File: config.mk
export PLATFORM = sky130hd
export DESIGN_NAME = mul_share_arbiter
export DESIGN_NICKNAME = d
export VERILOG_FILES = /design/src/rtl/mul_share_arbiter.sv
export SDC_FILE = /design/constraint.sdc
export NUM_CORES = 1
export LEC_CHECK = 0
export BUFFER_PORTS_ARGS = -buffer_cell sky130_fd_sc_hd__buf_2
export CAP_MARGIN = 20
export CORE_MARGIN = 2
export CORE_UTILIZATION = 25
export CTS_BUF_LIST = sky130_fd_sc_hd__clkbuf_4 sky130_fd_sc_hd__clkbuf_8
export DETAILED_ROUTE_END_ITERATION = 8
export GPL_TIMING_DRIVEN = 0
export PLACE_DENSITY = 0.47
export SLEW_MARGIN = 25
export SYNTH_ARGS = -nofsm -noshare
export SYNTH_HDL_FRONTEND = slang
export SYNTH_SLANG_ARGS = --single-unit
File: constraint.sdc
create_clock -name clk -period 2.3 [get_ports clk]
set_input_delay 0 -clock clk [delete_from_list [all_inputs] [get_ports clk]]
set_output_delay 0 -clock clk [all_outputs]
set_load 0.01 [all_outputs]
File: src/rtl/mul_share_arbiter.sv
// Two-requester round-robin front end sharing one shift-add multiplier.
// One operation in flight at a time; the product is held until the consumer takes it.
module mul_share_arbiter #(
  parameter int W = 8
) (
  input  logic           clk,
  input  logic           rst,
  input  logic           req0_valid,
  input  logic [W-1:0]   req0_a,
  input  logic [W-1:0]   req0_b,
  output logic           req0_ready,
  input  logic           req1_valid,
  input  logic [W-1:0]   req1_a,
  input  logic [W-1:0]   req1_b,
  output logic           req1_ready,
  output logic           rsp_valid,
  output logic           rsp_id,
  output logic [2*W-1:0] rsp_p,
  input  logic           rsp_ready,
  output logic           busy
);

  localparam int CW = $clog2(W + 1);
  localparam logic [CW-1:0] LAST_BIT = CW'(W - 1);

  typedef enum logic [1:0] {IDLE, RUN, DONE} state_t;

  state_t         state, state_nxt;
  logic [2*W-1:0] mcand;
  logic [2*W-1:0] acc;
  logic [W-1:0]   mplier;
  logic [CW-1:0]  cnt;
  logic           owner;
  logic           last_served;
  logic           grant0, grant1;
  logic           accept;

  // last_served=1 after reset so requester 0 wins the first contested grant
  assign grant0 = req0_valid && (!req1_valid || last_served);
  assign grant1 = req1_valid && (!req0_valid || !last_served);
  assign accept = req0_ready || req1_ready;

  always_ff @(posedge clk) begin
    if (rst) begin
      state <= IDLE;
    end else begin
      state <= state_nxt;
    end
  end

  always_comb begin
    state_nxt  = state;
    req0_ready = 1'b0;
    req1_ready = 1'b0;
    rsp_valid  = 1'b0;
    rsp_id     = 1'b0;
    rsp_p      = '0;
    busy       = 1'b1;
    case (state)
      IDLE: begin
        busy       = 1'b0;
        req0_ready = grant0 && !rst;
        req1_ready = grant1 && !rst;
        if (grant0 || grant1) begin
          state_nxt = RUN;
        end
      end
      RUN: begin
        if (cnt == LAST_BIT) begin
          state_nxt = DONE;
        end
      end
      DONE: begin
        rsp_valid = 1'b1;
        rsp_id    = owner;
        rsp_p     = acc;
        if (rsp_ready) begin
          state_nxt = IDLE;
        end
      end
      default: begin
        state_nxt = IDLE;
      end
    endcase
  end

  // Operands are latched on accept, so requester inputs are free to change while busy
  always_ff @(posedge clk) begin
    if (rst) begin
      mcand       <= '0;
      mplier      <= '0;
      acc         <= '0;
      cnt         <= '0;
      owner       <= 1'b0;
      last_served <= 1'b1;
    end else if (accept) begin
      mcand       <= {{W{1'b0}}, (req1_ready ? req1_a : req0_a)};
      mplier      <= req1_ready ? req1_b : req0_b;
      acc         <= '0;
      cnt         <= '0;
      owner       <= req1_ready;
      last_served <= req1_ready;
    end else if (state == RUN) begin
      if (mplier[0]) begin
        acc <= acc + mcand;
      end
      mcand  <= mcand << 1;
      mplier <= mplier >> 1;
      cnt    <= cnt + CW'(1);
    end
  end

endmodule

# == After elaboration in Yosys (flattened, before gate mapping) ==
# Cells that the tools add are included.
# classes
n_lt_le_gt_ge,0
bitwise,0
n_shift,0
mux,16
n_reduce_logical,17
add_sub_neg,2
eq_ne,6
multipliers,0
n_div,0
# op_table
op,n
$mux W8,6
$add A16 B16 Y16,1
$mux W16,1
$mux W2,3
$ne A2 B2 Y1 const B,3
$pmux W2 S3,1
$mux W1,5
$add A4 B1 Y4 const B,1
$eq A4 B3 Y1 const B,1
$logic_and A1 B1 Y1,4
$logic_not A1 Y1,4
$logic_or A1 B1 Y1,4
$reduce_and A3 Y1,1
$eq A2 B1 Y1 const B,1
$eq A2 B2 Y1 const B,1
$logic_not A2 Y1,1
$reduce_and A2 Y1,1
$reduce_bool A2 Y1,1
$reduce_or A2 Y1,1
# word_totals
ram_bits,0
inputBits,37
wordCells,49
reg_bits,48
romBits,0
latch_bits,0
n_memories,0

# == Depth between registers and ports, before layout ==
# Gate-level depths: netlist (run 1).
# depth
ltp_word,7
depth_mapped,9
mapped_depth_nobuf,9

# == Worst setup path before layout (run 1) ==
# Ideal clock, no wire load.
# synth_path
path_kind,reg2reg
startpoint,register mcand[0]
endpoint,register acc[12]
setup_ns,0.132
period_less_slack_ns,2.074
path_stages_with_launch,10
setup_slack_ns,0.226
arrival_ns,1.942
path_buffers,0
cell_sequence,dfxtp_1 -> ha_1 -> fa_1 -> a21oi_1 -> o21ai_0 -> a211oi_1 -> o21ai_0 -> xor2_1 -> nand2_1 -> a21oi_1
# synth_via
elab_chain_cells,1
# synth_lines
item,line,rtl
start: declaration,29,logic [2*W-1:0] mcand;
start signal: assignment,97,"mcand <= {{W{1'b0}}, (req1_ready ? req1_a : req0_a)};"
start signal: assignment,107,mcand <= mcand << 1;
$add A16 B16 Y16,105,acc <= acc + mcand;
end signal: assignment,105,
end: declaration,30,logic [2*W-1:0] acc;
# No other way between the ends.
# A chain may end at the register's enable or synchronous reset.

# == Worst setup path in the final report (run 1) ==
# Same ends and word-level chain as after synthesis.

==> impl_results.md, run 1 <==
- Seq/Total Area, Yosys: a little over a third
- Tcrit/Tclk final: between 90% and 100%
- GP Congestion: ~0.8
- Worst vdd ir: 0.212 mV
- Most common flop cell mapped by yosys: dfxtp_1
- Setup crit start kind: flop
- PwrDens: 498 nW/um2
- Synth warn: 0
- Switching Share: between 30% and 40%
- Mapped Area: approximately 2800 um2
- Hold WC Path Type: in2reg
- Actual slew at the worst max-slew pin: a little under 600 ps
- Worst Setup Path Type: reg2reg
- CP Capture Type: flop
- Clock Tree Buf Depth: 2
- Effective utilization at floorplan: between 20% and 30%
- Library cells used by synthesis: 36
- Syn nets: between 400 and 500
- Slew Limit Headroom: a little over 60%
- Syn Inst Count: 377
- I/O pin total: 58
- Worst Hold Depth: 3
- Switching power: 0.550 mW
- First-pass GRT wire length: approximately 13,000 um
- Combinational Power Share: ~22%
- WHS Endpoint: last_served$_SDFFE_PP1N_
- IO buf count: 57
- Die area: around 12,000 um2
- Flop pwr share: roughly half
- Antenna cells: 0
- Synth top area cells: dfxtp_1 (35%), nand2_1 (12%), ha_1 (7.3%)
- DP HPWL: roughly 5800 um
- RR Endpoint: acc[12]$_SDFFE_PP0P_
- Vias per cell: roughly 4.5
- Largest net degree at the start of global routing: 14
- Fmax: ~0.47 GHz
- Tot GR Track Use: between 10% and 20%
- Initial antenna violation count: 0
- Post-Route Skew: roughly 9.7 ps
- GRT overflow: 0
- Count of pins over their slew limit: 0
- CTS Buf Count: 5
- Layout area overhead: 32.7%
- Crit path required time: between 2000 and 3000 ps
- Max FO, Critical Path: 3
- Die height: roughly 110 um
- Total power: 1.83 mW
- Die Wd: 109 um
- Clock Latency Late Sink: approximately 300 ps
- Layout fillers: 1,166
- DRT iter0 DRCs: 68
- Worst EP arrival: roughly 2400 ps
- Clock-pin slew on the worst setup and hold paths: 90 ps
- CTS tree: yes
- DRT antenna net count: 0
- Async set-or-reset flop fraction in the synthesized netlist: 0%
- Yosys top cell by area: dfxtp_1
- Nets: 528
- # Max-Cap Violations: 0
- Leakage power: approximately 1.6 nW
- Post-synth EDFFs: 0
- Root Driver: clkbuf_8
- Seq cells post-synth: between 40 and 50
- Synth top area share: about a third
- H-tree depth: 2
- Drt pass-1 iters: 4
- Final setup viols: 0
- Avg Cell Area, Syn: 7.32 um2
- DRC: 0
- Internal power: around 1.3 mW
- Number of global-route vias before repair: 2,762
- Layout cells sized above 1: roughly 18%
- Cell row count: 38
- Core area: 10,800 um2
- Status: finished clean
- FF-to-FF Start: mcand[0]$_SDFFE_PP0P_
- CTS sink count: 48
- Vias: 2,777
- Routed wire per std cell: 12.4 um
- Clock group share of total power: a little over a quarter
- Hold_sp: req0_valid
- Final Core Density: 33.9%
- R2R cell count: 9
- RSZ-0062 raised after global routing: true
- Flop-to-flop setup slack: between 150 and 200 ps
- Final critical-path required period: between 2000 and 2500 ps
- Routed Wire Length: between 7000 and 8000 um
- Hold Vio Cnt, Final: 0
final cells by class:
cell class / instances / area (um2) / area share (%)
Clock buffer: 6 / 76.3 / 2.08
Clock inverter: 1 / 5.00 / 0.137
Multi-Input combinational cell: 301 / 1720 / 47.0
Tap cell: 140 / 175 / 4.78
Inverter: 8 / 30.0 / 0.820
Buffer: 20 / 81.3 / 2.22
Sequential cell: 48 / 961 / 26.2
Timing Repair Buffer: 90 / 613 / 16.7
critical path, stage by stage, from the launching register on:
cell	delay (ps)
dfxtp_1	340
ha_1	240
fa_1	420
a21oi_2	200
o21ai_2	130
a211oi_2	260
o21ai_0	150
xor2_1	150
nand2_1	70
a21oi_1	130
metrics by stage:
| step | hold slack [ps] | setup WS, ps | instance area, um2 | setup TNS, ps | std cells |
|---|---|---|---|---|---|
| 3_5_place_dp | 267 | -163 | 3220 | -203 | 574 |
| 2_1_floorplan | 152 | 226 | 2760 | 0 | 377 |
| 3_3_place_gp | 269 | -143 | 3220 | -161 | 574 |
| 5_1_grt | 24.1 | -0.560 | 3660 | -0.560 | 614 |
| 6_report | 21.9 | 157 | 3660 | 0 | 614 |
| 4_1_cts | 5.52 | 22.0 | 3640 | 0 | 614 |
layer usage:
layer,share of wire [%],GRT usage [%]
met5,0,0
met2,47,23.9
met3,4.5,2.27
met1,48,17.5
met4,0.65,2.47
cell families after synthesis:
kind of cell               after synthesis  synth area share (%)
muxes                                    2                 0.726
and+or+nand+nor                        171                  27.3
xor gates and xnor gates                16                  5.08
DFF                                     48                  34.8
AOI/OAI and AO/OA                       95                  20.1
adders and majority gates               17                  7.98
buffers and inverters                   28                  3.99
cell usage in the layout, fill, tap and decap left out, drive strengths merged, types with 2 or more instances in the layout:
cell type | netlist | layout
o31ai | 3 | 3
mux2i | 2 | 2
buf | 4 | 62
nand3 | 5 | 5
o21ai | 22 | 22
and2 | 18 | 18
o211ai | 2 | 2
a311oi | 2 | 2
nand4 | 2 | 2
nand2 | 86 | 86
clkbuf | 16 | 22
xnor2 | 10 | 10
a21oi | 36 | 36
nand2b | 4 | 4
a211oi | 3 | 3
dlygate4sd3 | 0 | 32
nor2b | 3 | 3
dfxtp | 48 | 48
inv | 7 | 7
o21bai | 4 | 4
clkinv | 1 | 2
xor2 | 6 | 6
nor2 | 44 | 44
and3 | 4 | 4
or2 | 2 | 2
ha | 16 | 16
nor3 | 2 | 2
a31oi | 19 | 19
power groups by stage:
stage               Clock (mW)  Combinational, mW  Sequential, mW
detailed placement           0              0.350           0.941
floorplan                    0              0.243           0.927
global placement             0              0.349           0.940
CTS                      0.526              0.404           0.922
global route             0.557              0.464           0.931
finish                   0.500              0.404           0.922
worst max-delay path by stage:
stage | to | depth (start not counted) | from | slack, ps
after CTS | acc[15]$_SDFFE_PP0P_ | 7 | mcand[4]$_SDFFE_PP0P_ | 20
final | acc[12]$_SDFFE_PP0P_ | 9 | mcand[0]$_SDFFE_PP0P_ | 160
after global placement | acc[12]$_SDFFE_PP0P_ | 9 | mcand[0]$_SDFFE_PP0P_ | -140
after floorplan | acc[12]$_SDFFE_PP0P_ | 9 | mcand[0]$_SDFFE_PP0P_ | 230
after detailed placement | acc[12]$_SDFFE_PP0P_ | 9 | mcand[0]$_SDFFE_PP0P_ | -160
after global routing | acc[12]$_SDFFE_PP0P_ | 9 | mcand[0]$_SDFFE_PP0P_ | -0.6
cell usage after synthesis, drive strengths merged (4+ instances only):
library cell,count
nand2,86
dfxtp,48
nor2,44
a21oi,36
o21ai,22
a31oi,19
and2,18
clkbuf,16
ha,16
xnor2,10
inv,7
xor2,6
nand3,5
and3,4
buf,4
nand2b,4
o21bai,4
state kept, by name, indices dropped and copies added (netlist names):
register	flops
acc	16
cnt	4
last_served	1
mcand	16
mplier	8
owner	1
state	2
what timing repair did:
| item | CTS | global route |
|---|---|---|
| endpoints found under the hold margin | 16 | 0 |
| resized for setup | 4 | 7 |
| setup buffers | 1 | 0 |
| cloned | 0 | 0 |
| hold buffers | 32 | 0 |
| pin swaps | 2 | 2 |
| endpoints found under the setup margin | 3 | 7 |
Power figures use the tool's default switching activity.
==> run 2, diff against run 1 <==
CORE_ASPECT_RATIO = 1.2   (was not set)
CTS_BUF_LIST = sky130_fd_sc_hd__clkbuf_8   (was sky130_fd_sc_hd__clkbuf_4 sky130_fd_sc_hd__clkbuf_8)
==> run 2 against run 1 <==
- sequential cell count did not move
- sequential power barely moved
- sequential share of layout area fell by 0.13 points
- largest power group unchanged
==> impl_results.md, run 2 (synthesized netlist as in run 1, its figures left out) <==
- Cell row count: 42
- CP Capture Type: flop
- Antenna cells: 0
- Leakage power: between 1.5 and 2 nW
- Worst stage delay on the critical path: roughly 370 ps
- CP delay by family, top: compound AO/OA/AOI/OAI gates
- PwrDens: 509 nW/um2
- Switching Share: 30.6%
- Number of global-route vias before repair: around 2,800
- Clock Tree Buf Depth: 2
- Post-route setup TNS: 0 ps
- Hold WC Path Type: in2reg
- Largest regs: acc (16), mcand (16), mplier (8)
- Crit path required time: 2530 ps
- Crit-path cells: ha_1 > fa_2 > a21oi_2 > o21ai_2 > a211oi_2 > o21ai_1 > xor2_1 > nand2_1 > a21oi_1
- Non-filler cells, final: around 610
- Worst Path Buf+Inv: 0
- Actual slew at the worst max-slew pin: ~570 ps
- Routed wire per std cell: 12.5 um
- H-tree depth: 2
- Pre-CTS worst setup slack: -146 ps
- Worst EP arrival: 2370 ps
- Final worst slack: around 160 ps
- Largest net degree at the start of global routing: 15
- CTS sink count: 48
- Effective utilization at floorplan: 25.4%
- Max FO, Critical Path: 3
- Layout cells sized above 1: between 15 and 20%
- Status: finished clean
- DRT antenna net count: 0
- Final setup viols: 0
- Layout area overhead: 33.4%
- Post-Route Skew: around 9.6 ps
- Routed Wire Length: 7640 um
- Vias: roughly 2,800
- RSZ-0062 raised after global routing: false
- Clock group share of total power: between 20% and 30%
- Count of pins over their slew limit: 0
- Worst vdd ir: about 0.31 mV
- Die Wd: 99.9 um
- Clock Latency Late Sink: 310 ps
- IO buf count: 57
- Nets: 530
- Die height: roughly 120 um
- Finished Cell Area: approximately 3700 um2
- Vias per cell: about 4.7
- Most common cell after layout, fill and taps aside: nand2_1
- Clock-pin slew on the worst setup and hold paths: ~90 ps
- # Max-Cap Violations: 0
- Critical-path cell with the highest stage delay: fa_2
- Flop pwr share: 49.2%
- First-pass GRT wire length: around 13,000 um
- Slew Limit Headroom: just over 60%
- Setup crit start kind: flop
- Post-DP Area: between 3000 and 4000 um2
- Combinational Power Share: 21.8%
- Die area: 11,900 um2
- Worst Setup Path Type: reg2reg
- GRT overflow: 0
- DP HPWL: between 5000 and 6000 um
- I/O pin total: 58
- Root Driver: clkbuf_8
- CTS tree: yes
- Switching power: roughly 0.57 mW
- GP Congestion: between 0.8 and 0.9
- Final critical-path required period: 2140 ps
- Fmax: between 0.4 and 0.5 GHz
- Most frequent cells in the layout: nand2_1 (86), buf_2 (61), dfxtp_1 (48), nor2_1 (44)
- Tot GR Track Use: about an eighth
- Drt pass-1 iters: 4
- Hold Vio Cnt, Final: 0
- DRC: 0
- Initial antenna violation count: 0
- Internal power: ~1.3 mW
- Core area: between 10,000 and 15,000 um2
- Dpl cells: around 570
- Tcrit/Tclk final: between 90 and 100%
- CTS Buf Count: 5
- DRT iter0 DRCs: 60
-- run 2: cell count changes in the layout (fill, tap and decap cells not counted), sizes merged --
cell         before  now
clkinvlp          0    1
dlygate4sd3      32   33
buf              62   63
-- run 2: worst paths after layout --
kind	start	end	slack (ps)	cells past startpoint
hold / removal	rsp_ready	state[1]$_SDFFE_PP0P_	30	4
setup reg to reg	mcand[0]$_SDFFE_PP0P_	acc[12]$_SDFFE_PP0P_	160	9
setup / recovery	mcand[0]$_SDFFE_PP0P_	acc[12]$_SDFFE_PP0P_	160	9
hold reg to reg	mcand[15]$_SDFFE_PP0P_	mcand[15]$_SDFFE_PP0P_	470	2
-- run 2: routing by layer --
metal  global-route usage [%]  routed length (um)
met4                     3.85                  95
met2                     23.4                3840
met5                        0                   0
met3                     2.17                 270
met1                     16.0                3440
-- run 2: layout make-up --
cell class | instances | area, um2
multi-input combinational | 301 | 1720
buffer | 20 | 81.3
clock buffer | 6 | 82.6
inverter | 8 | 33.8
tap | 132 | 165
timing repair buffer | 92 | 631
fill | 1161 | 7200
clock inverter | 2 | 10.0
sequential | 48 | 961
-- run 2: repair_timing --
action,CTS,global route
pin swaps,0,3
endpoints found under the hold margin,17,0
resized for setup,3,9
hold buffers,33,0
buffers inserted,0,2
endpoints found under the setup margin,2,6
-- run 2: worst reg2reg max path, cell delays in order, from the launching register on --
cell	delay (ps)
dfxtp_1	340
ha_1	240
fa_2	370
a21oi_2	190
o21ai_2	130
a211oi_2	330
o21ai_1	130
xor2_1	130
nand2_1	60
a21oi_1	140
-- run 2: power groups by stage --
stage                     clock (mW)  combinational [mW]  sequential (mW)
final                          0.544               0.408            0.922
after global routing           0.596               0.462            0.930
after CTS                      0.557               0.406            0.921
after detailed placement           0               0.351            0.941
after global placement             0               0.349            0.940
after floorplan                    0               0.243            0.927
-- run 2: metrics by stage --
step	hold slack, ps	utilization (%)	total power [mW]
after floorplan	152	-	1.17
after global placement	263	29.5	1.29
after detailed placement	265	29.5	1.29
after CTS	32.7	33.5	1.88
after global routing	62.1	33.8	1.99
final	28.3	33.8	1.87
==> run 3, diff against run 2 <==
BUFFER_PORTS_ARGS = not set   (was -buffer_cell sky130_fd_sc_hd__buf_2)
DONT_BUFFER_PORTS = 1   (was not set)
PLACE_DENSITY = 0.42   (was 0.47)
==> run 3 against run 2 <==
- the run now ends with hold timing left
- core utilization down 1.9 points
- clock-buffer cell count down 1
- first-iteration DRC count up 1.7%
- final cell count down 8.7%
- power up 4.0%
- sequential power about the same
- non-clock buffer count down 53
- worst setup slack worse by 14 ps
- die area unchanged
- register-to-register slack about the same
- clock power up 17%
- critical path type unchanged
- largest power group unchanged
- highest routed layer unchanged
==> impl_results.md, run 3 (synthesized netlist as in run 1, its figures left out) <==
- Hold WC Path Type: in2reg
- RR Endpoint: acc[15]$_SDFFE_PP0P_
- Vias: between 2,000 and 3,000
- Die area: between 10,000 and 15,000 um2
- FF-to-FF Start: mcand[6]$_SDFFE_PP0P_
- Worst Setup Path Type: reg2reg
- Most frequent cells in the layout: nand2_1 (86), dfxtp_1 (48), nor2_1 (43), dlygate4sd3_1 (37), a21oi_1 (33)
- Root Driver: clkbuf_8
- Initial antenna violation count: 0
- CP delay by family, top: compound AO/OA/AOI/OAI gates
- # Max-Cap Violations: 0
- RSZ-0062 raised after global routing: true
- Clock Tree Buf Depth: 2
- Final setup viols: 0
- Routed Wire Length: 7650 um
- Slew Limit Headroom: between 60% and 70%
- Final critical-path required period: ~2200 ps
- Number of global-route vias before repair: between 2,000 and 3,000
- Max FO, Critical Path: 6
- CP Launch Point: mcand[6]$_SDFFE_PP0P_
- Stages on the worst setup path: 8
- Core area: 10,900 um2
- Final worst slack: about 150 ps
- H-tree depth: 2
- Combinational Power Share: slightly below 20%
- Tot GR Track Use: about an eighth
- Clock Latency Late Sink: between 300 and 400 ps
- Pre-CTS worst setup slack: -168 ps
- DP HPWL: around 5700 um
- Internal power: 1.36 mW
- Leakage power: around 1.4 nW
- I/O pin total: between 50 and 60
- Crit-path cells: ha_1 > a21o_1 > nand3_1 > a31oi_1 > a31oi_4 > o31a_1 > mux2i_1 > mux2i_1
- Tcrit/Tclk final: ~94%
- Vias per cell: approximately 4.8
- Post-Route Skew: ~8.6 ps
- Flop pwr share: 47.3%
- DRT antenna net count: 0
- GRT overflow: 0
- Antenna cells: 0
- Clock-pin slew on the worst setup and hold paths: 100 ps
- R2R cell count: 8
- Violated checks: hold timing
- Layout cells sized above 1: 6.37%
- Setup crit start kind: flop
- Worst Path Buf+Inv: 0
- CTS Buf Count: 5
- Drt pass-1 iters: 4
- PwrDens: about 560 nW/um2
- Hold Vio Cnt, Final: 1
- Die Wd: 99.9 um
- Routed wire per std cell: about 14 um
- Hold_sp: req1_valid
- Worst EP arrival: between 2000 and 2500 ps
- IO buf count: 0
- Switching Share: roughly 30%
- Effective utilization at floorplan: 25.4%
- Layout area overhead: 25.9%
- Worst stage delay on the critical path: 400 ps
- Switching power: 0.583 mW
- CP Capture Type: flop
- Critical-path cell with the highest stage delay: ha_1
- Flop-to-flop setup slack: between 100 and 150 ps
- Cell mode on critical path: mux2i_1
- Crit path required time: roughly 2500 ps
- Fmax: approximately 0.46 GHz
- Most common cell after layout, fill and taps aside: nand2_1
- Nets: between 400 and 500
- Cell row count: 42
- Largest regs: acc (16), mcand (16), mplier (8)
- CTS sink count: between 40 and 50
- Final Core Density: 31.9%
- Largest net degree at the start of global routing: 16
- Die height: 119 um
- Final hold slack: -11.9 ps
- First-pass GRT wire length: 12,800 um
- CP Capture Point: acc[15]$_SDFFE_PP0P_
- GP Congestion: about 0.84
- CTS tree: yes
- DRC: 0
- Clock group share of total power: between 30% and 40%
- Actual slew at the worst max-slew pin: slightly below 600 ps
- Worst vdd ir: about 0.24 mV
- DRT iter0 DRCs: 61
- Count of pins over their slew limit: 0
- Status: finished, violations left
-- run 3: changes by cell type in the layout (fill, tap and decap cells not counted), sizes merged --
cell,change
buf,-57
dlygate4sd3,+4
bufinv,+1
clkbuf,-1
-- run 3: layer usage --
layer | part of all wire (%) | global-route usage (%) | wire length (um) | vias to the layer above
li1 | - | - | - | 1374
met1 | 45 | 15.7 | 3460 | 1217
met2 | 48 | 23.9 | 3680 | 61
met3 | 4.5 | 2.88 | 348 | 13
met4 | 2.2 | 3.51 | 168 | 0
met5 | 0 | 0 | 0 | -
-- run 3: worst min-delay path by stage --
| stage | end | slack, ps | depth (start not counted) |
|---|---|---|---|
| global route | mplier[4]$_SDFFE_PP0P_ | 20 | 3 |
| CTS | acc[15]$_SDFFE_PP0P_ | 40 | 3 |
| finish | mplier[4]$_SDFFE_PP0P_ | -10 | 3 |
| floorplan | mcand[1]$_SDFFE_PP0P_ | 150 | 2 |
| detailed placement | mcand[5]$_SDFFE_PP0P_ | 160 | 2 |
| global placement | mplier[2]$_SDFFE_PP0P_ | 160 | 2 |
-- run 3: cell type report --
class,instances,area (um2)
buffer,20,81.3
multi-input combinational,301,1740
fill,1138,7410
inverter,8,30.0
sequential,48,961
tap,132,165
timing repair buffer,39,385
clock inverter,3,42.5
clock buffer,5,68.8
-- run 3: what timing repair did --
| item | in CTS | in global routing |
|---|---|---|
| hold buffers | 37 | 0 |
| endpoints found under the hold margin | 19 | 0 |
| resized for setup | 5 | 9 |
| buffers inserted | 1 | 1 |
| setup endpoints to repair | 4 | 11 |
| pin swaps | 1 | 2 |
-- run 3: per-stage QoR --
stage | total power [mW] | cell area [um2] | TNS, ps | hold WS, ps | cells
after detailed placement | 1.26 | 2920 | -238 | 160 | 509
after global routing | 2.05 | 3470 | -33.8 | 22.0 | 556
after global placement | 1.26 | 2920 | -261 | 159 | 509
final | 1.95 | 3470 | 0 | -11.9 | 556
after CTS | 1.97 | 3430 | 0 | 44.5 | 555
after floorplan | 1.17 | 2760 | 0 | 152 | 377
-- run 3: worst register-to-register path, delay by kind of cell, from the launching register on --
kind | cells | cell delay (ps)
and+or+nand+nor | 1 | 80
AOI/OAI and AO/OA | 4 | 840
adders and majority gates | 1 | 400
muxes | 2 | 410
DFF | 1 | 360
-- run 3: power groups by stage --
| stage | Sequential, mW | Clock [mW] | Combinational (mW) |
|---|---|---|---|
| 6_report | 0.922 | 0.639 | 0.387 |
| 5_1_grt | 0.930 | 0.683 | 0.436 |
| 4_1_cts | 0.922 | 0.666 | 0.380 |
| 3_5_place_dp | 0.941 | 0 | 0.316 |
| 3_3_place_gp | 0.941 | 0 | 0.318 |
| 2_1_floorplan | 0.927 | 0 | 0.243 |
